**src/rtl/alarm_ringer.sv**
```systemverilog
// alarm_ringer: consumer end of the alarm handshake.
// Watches the comparator's alarm_active level, drives the buzzer with a tone
// gated by a 1 s on/off cadence, handles stop/snooze/auto-timeout and holds
// alarm_clear long enough that the comparator cannot re-trigger in the same
// matching second.
//
// Input handshake: tick_1hz, btn_stop and btn_snooze are one-clk pulses.
// Each pulse is consumed on the posedge clk where it is high; there is no
// ready/acknowledge path. alarm_active is a level and is only examined in IDLE.
// alarm_clear is the level returned to the comparator; it is high for the
// whole of SNOOZE and CLEAR.
module alarm_ringer #(
    parameter int TONE_DIV       = 25000,
    parameter int RING_TIMEOUT_S = 60,
    parameter int SNOOZE_S       = 300,
    parameter int MAX_SNOOZE     = 3
) (
    input  logic       clk,
    input  logic       rst,
    input  logic       tick_1hz,
    input  logic       alarm_active,
    input  logic       btn_stop,
    input  logic       btn_snooze,
    output logic       alarm_clear,
    output logic       buzzer,
    output logic       ringing,
    output logic       snoozing,
    output logic [1:0] snooze_count
);

    // Counter widths; a limit of 1 still gets a 1-bit register.
    localparam int TONE_W = (TONE_DIV > 1)       ? $clog2(TONE_DIV)       : 1;
    localparam int RING_W = (RING_TIMEOUT_S > 1) ? $clog2(RING_TIMEOUT_S) : 1;
    localparam int SNZ_W  = (SNOOZE_S > 1)       ? $clog2(SNOOZE_S)       : 1;

    localparam logic [TONE_W-1:0] TONE_LAST = TONE_W'(TONE_DIV - 1);
    localparam logic [RING_W-1:0] RING_LAST = RING_W'(RING_TIMEOUT_S - 1);
    localparam logic [SNZ_W-1:0]  SNZ_LAST  = SNZ_W'(SNOOZE_S - 1);
    localparam logic [1:0]        SNZ_MAX   = 2'(MAX_SNOOZE);

    typedef enum logic [1:0] {
        ST_IDLE   = 2'd0,
        ST_RING   = 2'd1,
        ST_SNOOZE = 2'd2,
        ST_CLEAR  = 2'd3
    } state_t;

    state_t              state_q, state_d;
    logic [RING_W-1:0]   ring_sec_q, ring_sec_d;
    logic [SNZ_W-1:0]    snz_sec_q, snz_sec_d;
    logic [1:0]          snooze_cnt_q, snooze_cnt_d;
    logic                cadence_q, cadence_d;
    logic [TONE_W-1:0]   tone_cnt_q, tone_cnt_d;
    logic                tone_q, tone_d;
    // Set by the first tick seen in CLEAR; the second tick returns to IDLE.
    logic                clr_seen_q, clr_seen_d;

    // Next-state and counter update for all four states.
    always_comb begin
        state_d      = state_q;
        ring_sec_d   = ring_sec_q;
        snz_sec_d    = snz_sec_q;
        snooze_cnt_d = snooze_cnt_q;
        cadence_d    = cadence_q;
        tone_cnt_d   = tone_cnt_q;
        tone_d       = tone_q;
        clr_seen_d   = clr_seen_q;

        case (state_q)
            ST_IDLE: begin
                snooze_cnt_d = '0;
                if (alarm_active) begin
                    state_d    = ST_RING;
                    ring_sec_d = '0;
                    cadence_d  = 1'b1;
                    tone_cnt_d = '0;
                    tone_d     = 1'b1;
                end
            end

            ST_RING: begin
                // Tone half-period counter runs every clk while ringing.
                if (tone_cnt_q == TONE_LAST) begin
                    tone_cnt_d = '0;
                    tone_d     = ~tone_q;
                end else begin
                    tone_cnt_d = tone_cnt_q + TONE_W'(1);
                end

                // Stop beats snooze beats the tick (timeout or counting).
                if (btn_stop) begin
                    state_d    = ST_CLEAR;
                    clr_seen_d = 1'b0;
                end else if (btn_snooze && (snooze_cnt_q < SNZ_MAX)) begin
                    state_d      = ST_SNOOZE;
                    snooze_cnt_d = snooze_cnt_q + 2'd1;
                    snz_sec_d    = '0;
                end else if (tick_1hz) begin
                    if (ring_sec_q == RING_LAST) begin
                        state_d    = ST_CLEAR;
                        clr_seen_d = 1'b0;
                    end else begin
                        ring_sec_d = ring_sec_q + RING_W'(1);
                        cadence_d  = ~cadence_q;
                    end
                end
            end

            ST_SNOOZE: begin
                if (btn_stop) begin
                    state_d    = ST_CLEAR;
                    clr_seen_d = 1'b0;
                end else if (tick_1hz) begin
                    if (snz_sec_q == SNZ_LAST) begin
                        // Re-ring exactly as from IDLE, keeping the snooze count.
                        state_d    = ST_RING;
                        ring_sec_d = '0;
                        cadence_d  = 1'b1;
                        tone_cnt_d = '0;
                        tone_d     = 1'b1;
                    end else begin
                        snz_sec_d = snz_sec_q + SNZ_W'(1);
                    end
                end
            end

            ST_CLEAR: begin
                // Second tick after entry guarantees the comparator's matching
                // second has passed before alarm_clear drops.
                if (tick_1hz) begin
                    if (clr_seen_q) begin
                        state_d      = ST_IDLE;
                        snooze_cnt_d = '0;
                    end else begin
                        clr_seen_d = 1'b1;
                    end
                end
            end

            default: begin
                state_d = ST_IDLE;
            end
        endcase
    end

    // State, counters and outputs; outputs are decoded from the next state so
    // they change on the same edge as the state.
    always_ff @(posedge clk) begin
        if (rst) begin
            state_q      <= ST_IDLE;
            ring_sec_q   <= '0;
            snz_sec_q    <= '0;
            snooze_cnt_q <= '0;
            cadence_q    <= 1'b0;
            tone_cnt_q   <= '0;
            tone_q       <= 1'b0;
            clr_seen_q   <= 1'b0;
            alarm_clear  <= 1'b0;
            buzzer       <= 1'b0;
            ringing      <= 1'b0;
            snoozing     <= 1'b0;
        end else begin
            state_q      <= state_d;
            ring_sec_q   <= ring_sec_d;
            snz_sec_q    <= snz_sec_d;
            snooze_cnt_q <= snooze_cnt_d;
            cadence_q    <= cadence_d;
            tone_cnt_q   <= tone_cnt_d;
            tone_q       <= tone_d;
            clr_seen_q   <= clr_seen_d;
            alarm_clear  <= (state_d == ST_SNOOZE) || (state_d == ST_CLEAR);
            buzzer       <= (state_d == ST_RING) && tone_d && cadence_d;
            ringing      <= (state_d == ST_RING);
            snoozing     <= (state_d == ST_SNOOZE);
        end
    end

    assign snooze_count = snooze_cnt_q;

endmodule

```
**config.mk**
```make
export PLATFORM = sky130hd
export DESIGN_NAME = alarm_ringer
export DESIGN_NICKNAME = d
export VERILOG_FILES = /design/src/rtl/alarm_ringer.sv
export SDC_FILE = /design/constraint.sdc
export NUM_CORES = 1
export LEC_CHECK = 0
export ABC_AREA = 1
export BUFFER_PORTS_ARGS = -buffer_cell sky130_fd_sc_hd__buf_2
export CORE_MARGIN = 4
export CORE_UTILIZATION = 60
export DETAILED_ROUTE_END_ITERATION = 7
export PLACE_DENSITY = 0.84
export SYNTH_ARGS = -nofsm -noshare
export SYNTH_HDL_FRONTEND = slang
export SYNTH_SLANG_ARGS = --single-unit
```
**constraint.sdc**
```tcl
create_clock -name clk -period 1.7 [get_ports clk]
set_input_delay 0.34 -clock clk [delete_from_list [all_inputs] [get_ports clk]]
set_output_delay 0.34 -clock clk [all_outputs]
set_load 0.005 [all_outputs]
```
# Word level (Yosys, flattened, before mapping)
# Cells that the tools add are included.
# word_totals
output_inout_bits	6
romBits	0
input_bits	6
register_bits	41
mem_bits_rw	0
memories	0
word_cells	117
latch_bits	0
# classes
n_div	0
n_eq_ne	25
n_reduce_logical	14
mul	0
n_addsub	4
bitwise	2
mux	59
n_lt_le_gt_ge	1
shifts	0
# ops
op	n
15-bit 2-to-1 mux	5
6-bit 2-to-1 mux	8
9-bit 2-to-1 mux	5
15-bit one-hot mux with 3 select lines	1
2-bit 2-to-1 mux	14
2-bit != test, second input constant	13
1-bit 2-to-1 mux	19
6-bit one-hot mux with 3 select lines	1
9-bit one-hot mux with 2 select lines	1
15-bit by 1-bit adder with 15-bit output, second input constant	1
15-bit == test, second input constant	1
6-bit AND reduction	2
5-bit AND reduction	2
9-bit by 1-bit adder with 9-bit output, second input constant	1
9-bit == test, second input constant	1
3-bit != test, second input constant	3
1-bit one-hot mux with 3 select lines	3
9-bit AND reduction	1
3-bit nonzero test	3
2-bit == test, second input constant	4
2-bit one-hot mux with 4 select lines	1
6-bit by 1-bit adder with 6-bit output, second input constant	1
6-bit == test, second input constant	1
2-bit one-hot mux with 3 select lines	1
other kinds (8)	12

# Logic depth before layout (Yosys ltp)
# depth
ltp_word	9
ltp_mapped	12
ltp_nobuf	12

# Worst setup path before layout
# Ideal clock, no wire load.
# synth_timing
path_kind	register -> register
start	register snooze_cnt_q[0] (netlist: snooze_count[0])
end	register snz_sec_q[3]
setup_slack_ns	0.187
synth_period_minus_slack_ns	1.513
setup_time_ns	0.115
path_buffers	1
required_ns	1.585
arrival_ns	1.399
path_stages_with_launch	11
cell_sequence	dfxtp_1 ha_1 nor2_1 o21ai_1 nor2_4 inv_2 nor2_4 buf_6 nand3_1 nand2_1 nor2_1
# synth_via
elab_chain_cells	4
# synth_lines
item	line_no	source
start: declaration	51	logic [1:0] snooze_cnt_q, snooze_cnt_d;
start signal: assignment	166	snooze_cnt_q <= snooze_cnt_d;
2-bit less-than comparator	94	end else if (btn_snooze && (snooze_cnt_q < SNZ_MAX)) begin
1-bit logical AND	94	
2-bit != test (no source line)	n/a	
6-bit AND reduction (no source line)	n/a	
end signal: assignment	165	snz_sec_q <= snz_sec_d;
end: declaration	50	logic [SNZ_W-1:0] snz_sec_q, snz_sec_d;
# No other way between the ends.
# A chain may end at the register's enable or synchronous reset.

# Worst setup path in the final report
# layout_timing
start	register snz_sec_q[0]
end	register ring_sec_q[0]
# layout_via
elab_chain_cells	3
# layout_lines
item	line_no	source
9-bit == test	114	if (snz_sec_q == SNZ_LAST) begin
2-bit != test (no source line)	n/a	
9-bit AND reduction (no source line)	n/a	
end signal: assignment	164	ring_sec_q <= ring_sec_d;
end: declaration	49	logic [RING_W-1:0] ring_sec_q, ring_sec_d;
# No other way between the ends.

==> reports/summary.txt <==
Final period util - 0.9335
Slowest Stage Delay on Critical Path - 0.36 ns
DRC Markers - 0
R2R depth - 9
Post-synth top cells - nand2_1 (113), nor2_1 (53), dfxtp_1 (40), nand3_1 (38), inv_1 (36)
CTS Buf Count - 5
Min Hold Slack - 0.4064 ns
outcome - finished, final reports clean
leak pwr - 1.197 nW
IO Pins - 12
critical path class - flip-flop to flip-flop
Unique masters post-synth - 27
total number of yosys warnings - 0
Starting Density - 0.6225
top_reg_cell synth - dfxtp_1
vias in the first global route - 2,459
worst rel slew slack - 0.7753
unrepaired setup endpoints after global routing - no
number of synthesized flops with an enable pin - 0
pwr/cell area - 1000 mW/mm2
share of cells above drive strength 1 - 0.1729
CTS clk-pin slew, worst paths - 0.08 ns
die height - 72.42 um
first drt pass iteration count - 5
Yosys top cell area share - 0.3216
GR Overflow Total - 0
Crit path depth - 9
Hold Path Depth - 4
Area growth syn-to-layout - 15.48%
ranking of synthesized cells by area - dfxtp_1 (32%), nand2_1 (17%), nor2_1 (8.0%)
Post-Syn Nets - 411
CTS tree - built
crit start category - flip-flop
syn_area_per_cell - 6.209 um2
cell row count - 23
placed cells - 469
first-pass GRT wire length - 10,580 um
initial antenna violation count - 0
ys async rst share - 0
vias - 2,698
max-slew violations - 0
Seq/Total Area, Yosys - 0.3216
ant diodes - 0
vias per cell - 5.644
final wirelength - 6340 um
worst path bufs/invs - 0
routability cong. - 0.9455
number of synthesized register bits - 40
Fin Setup TNS - 0 ns
final-stage net count - 437
Cells after Synth - 401
Die Footprint - 0.005245 mm2
total track usage - 0.2495
count leader, synth - nand2_1
slew of the pin with the lowest slew margin - 0.3344 ns
DRT antenna net count - 0
clk_skew - 0.008450 ns
number of max-cap violations - 0
Worst EP required - 1.90 ns
Max Fclk - 630.1 MHz
Crit. End Element - flip-flop
worst skew pair latency - 0.30 ns
core box area - 0.004000 mm2
WL per Instance - 13.26 um
Hold Vio Cnt, Final - 0
Max Buffers Root-to-Sink - 2
H-Tree Depth - 2
Port Buf Inserts - 11
critical path cell sequence - ha_2, nand3_2, nor2_4, nor2_1, nor2_4, nor2b_4, nand2_1, nand2_1, nor2_1
worst-path fanout max - 4
post-DP HPWL - 4401 um
chip width - 72.42 um
CP delay by family, top - simple AND/OR/NAND/NOR gates
Post-CTS Hold Buffers - 0
Max VDD drop - 0.7065 mV
Non-Filler Instances - 478
class of the worst hold path - input pin to flip-flop
Post-Syn Area - 0.002490 mm2
clk root buf - clkbuf_8
slowest cell on the critical path - dfxtp_2
DRT iter0 DRCs - 234
min Tclk post-route - 1.587 ns
setup violators final - 0
CP arrival - 1.79 ns
largest net degree at the start of global routing - 18
cell accounting for the most synthesized area - dfxtp_1
# clock sinks - 40
Post-CTS Setup Bufs - 0
-- layout by cell type, fill, tap and decap left out, drive strengths merged --
cell / synthesis / final
xor2: 4 / 4
ha: 4 / 4
o211a: 1 / 1
bufinv: 0 / 1
xnor2: 2 / 2
nand4: 15 / 15
a21oi: 35 / 35
o21ai: 14 / 14
dfxtp: 40 / 40
clkbuf: 4 / 6
clkinv: 0 / 1
nor2b: 1 / 1
nor3: 10 / 10
a31o: 2 / 2
nand3: 38 / 38
or2: 2 / 2
nand3b: 2 / 2
buf: 4 / 26
inv: 45 / 45
nand2: 119 / 119
nor2: 59 / 60
-- final cells by class --
type,instances,area (um2)
Multi-Input combinational cell,309,1545
Fill cell,327,1125
Sequential cell,40,805.8
Timing Repair Buffer,26,171.4
Inverter,45,168.9
Clock buffer,6,82.58
Tap cell,50,62.56
Clock inverter,2,38.79
-- logic make-up (layout without fill, tap and decap cells) --
group                    after synthesis  in the layout  synth area share
AND/OR/NAND/NOR                      246            247            0.4392
buffers and inverters                 53             79           0.08693
AO/OA/AOI/OAI                         52             52            0.1111
flip-flops                            40             40            0.3216
XOR/XNOR                               6              6           0.02111
adder cells (fa/ha/maj)                4              4           0.02010
-- sequential cells by signal, indices dropped and copies added (netlist names), 2 cells and up --
register and flops:
ring_sec_q 6, snooze_count 2, tone_cnt_q 15, snz_sec_q 9
-- routing by layer --
| metal | vias to the layer above | routed length [um] | track usage |
|---|---|---|---|
| li1 | 1360 | - | - |
| met1 | 1227 | 2799 | 0.3026 |
| met2 | 88 | 2997 | 0.4247 |
| met3 | 23 | 347 | 0.04709 |
| met4 | 0 | 195 | 0.1168 |
| met5 | - | 0 | 0 |
-- worst reg2reg max path, stage by stage, from the launching register on --
cell and delay, ns:
dfxtp_2 0.36, ha_2 0.20, nand3_2 0.11, nor2_4 0.15, nor2_1 0.09, nor2_4 0.20
nor2b_4 0.23, nand2_1 0.07, nand2_1 0.06, nor2_1 0.03
-- path summary, 6_finish.rpt --
path | startpoint | to | slack [ns]
setup reg to reg | snz_sec_q[0] | ring_sec_q[0] | 0.11
hold reg to reg | clr_seen_q | clr_seen_q | 0.48
hold / removal | alarm_active | snoozing | 0.41
setup / recovery | snz_sec_q[0] | ring_sec_q[0] | 0.11
-- where the power goes --
group / internal (W) / switching, W
clock: 0.000480 / 0.000356
sequential: 0.00102 / 0.0000710
combinational: 0.000320 / 0.000624
-- timing repair --
item,4_1_cts,5_1_grt
endpoints found under the setup margin,1,35
resized for setup,1,20
gates cloned,0,1
pin swaps,0,3
endpoints found under the hold margin,0,0
-- per-stage QoR --
step,cell area (um2),setup slack (ns),total power [W],utilization
final,2875,0.1130,0.002876,0.7188
after global routing,2875,0.01227,0.003044,0.7188
after CTS,2799,0.0001510,0.002794,0.6997
after detailed placement,2673,0.03409,0.001956,0.6681
after global placement,2673,0.07520,0.001930,0.6681
after floorplan,2490,0.1865,0.001728,-
No activity file was read; power rests on OpenSTA's default activity.
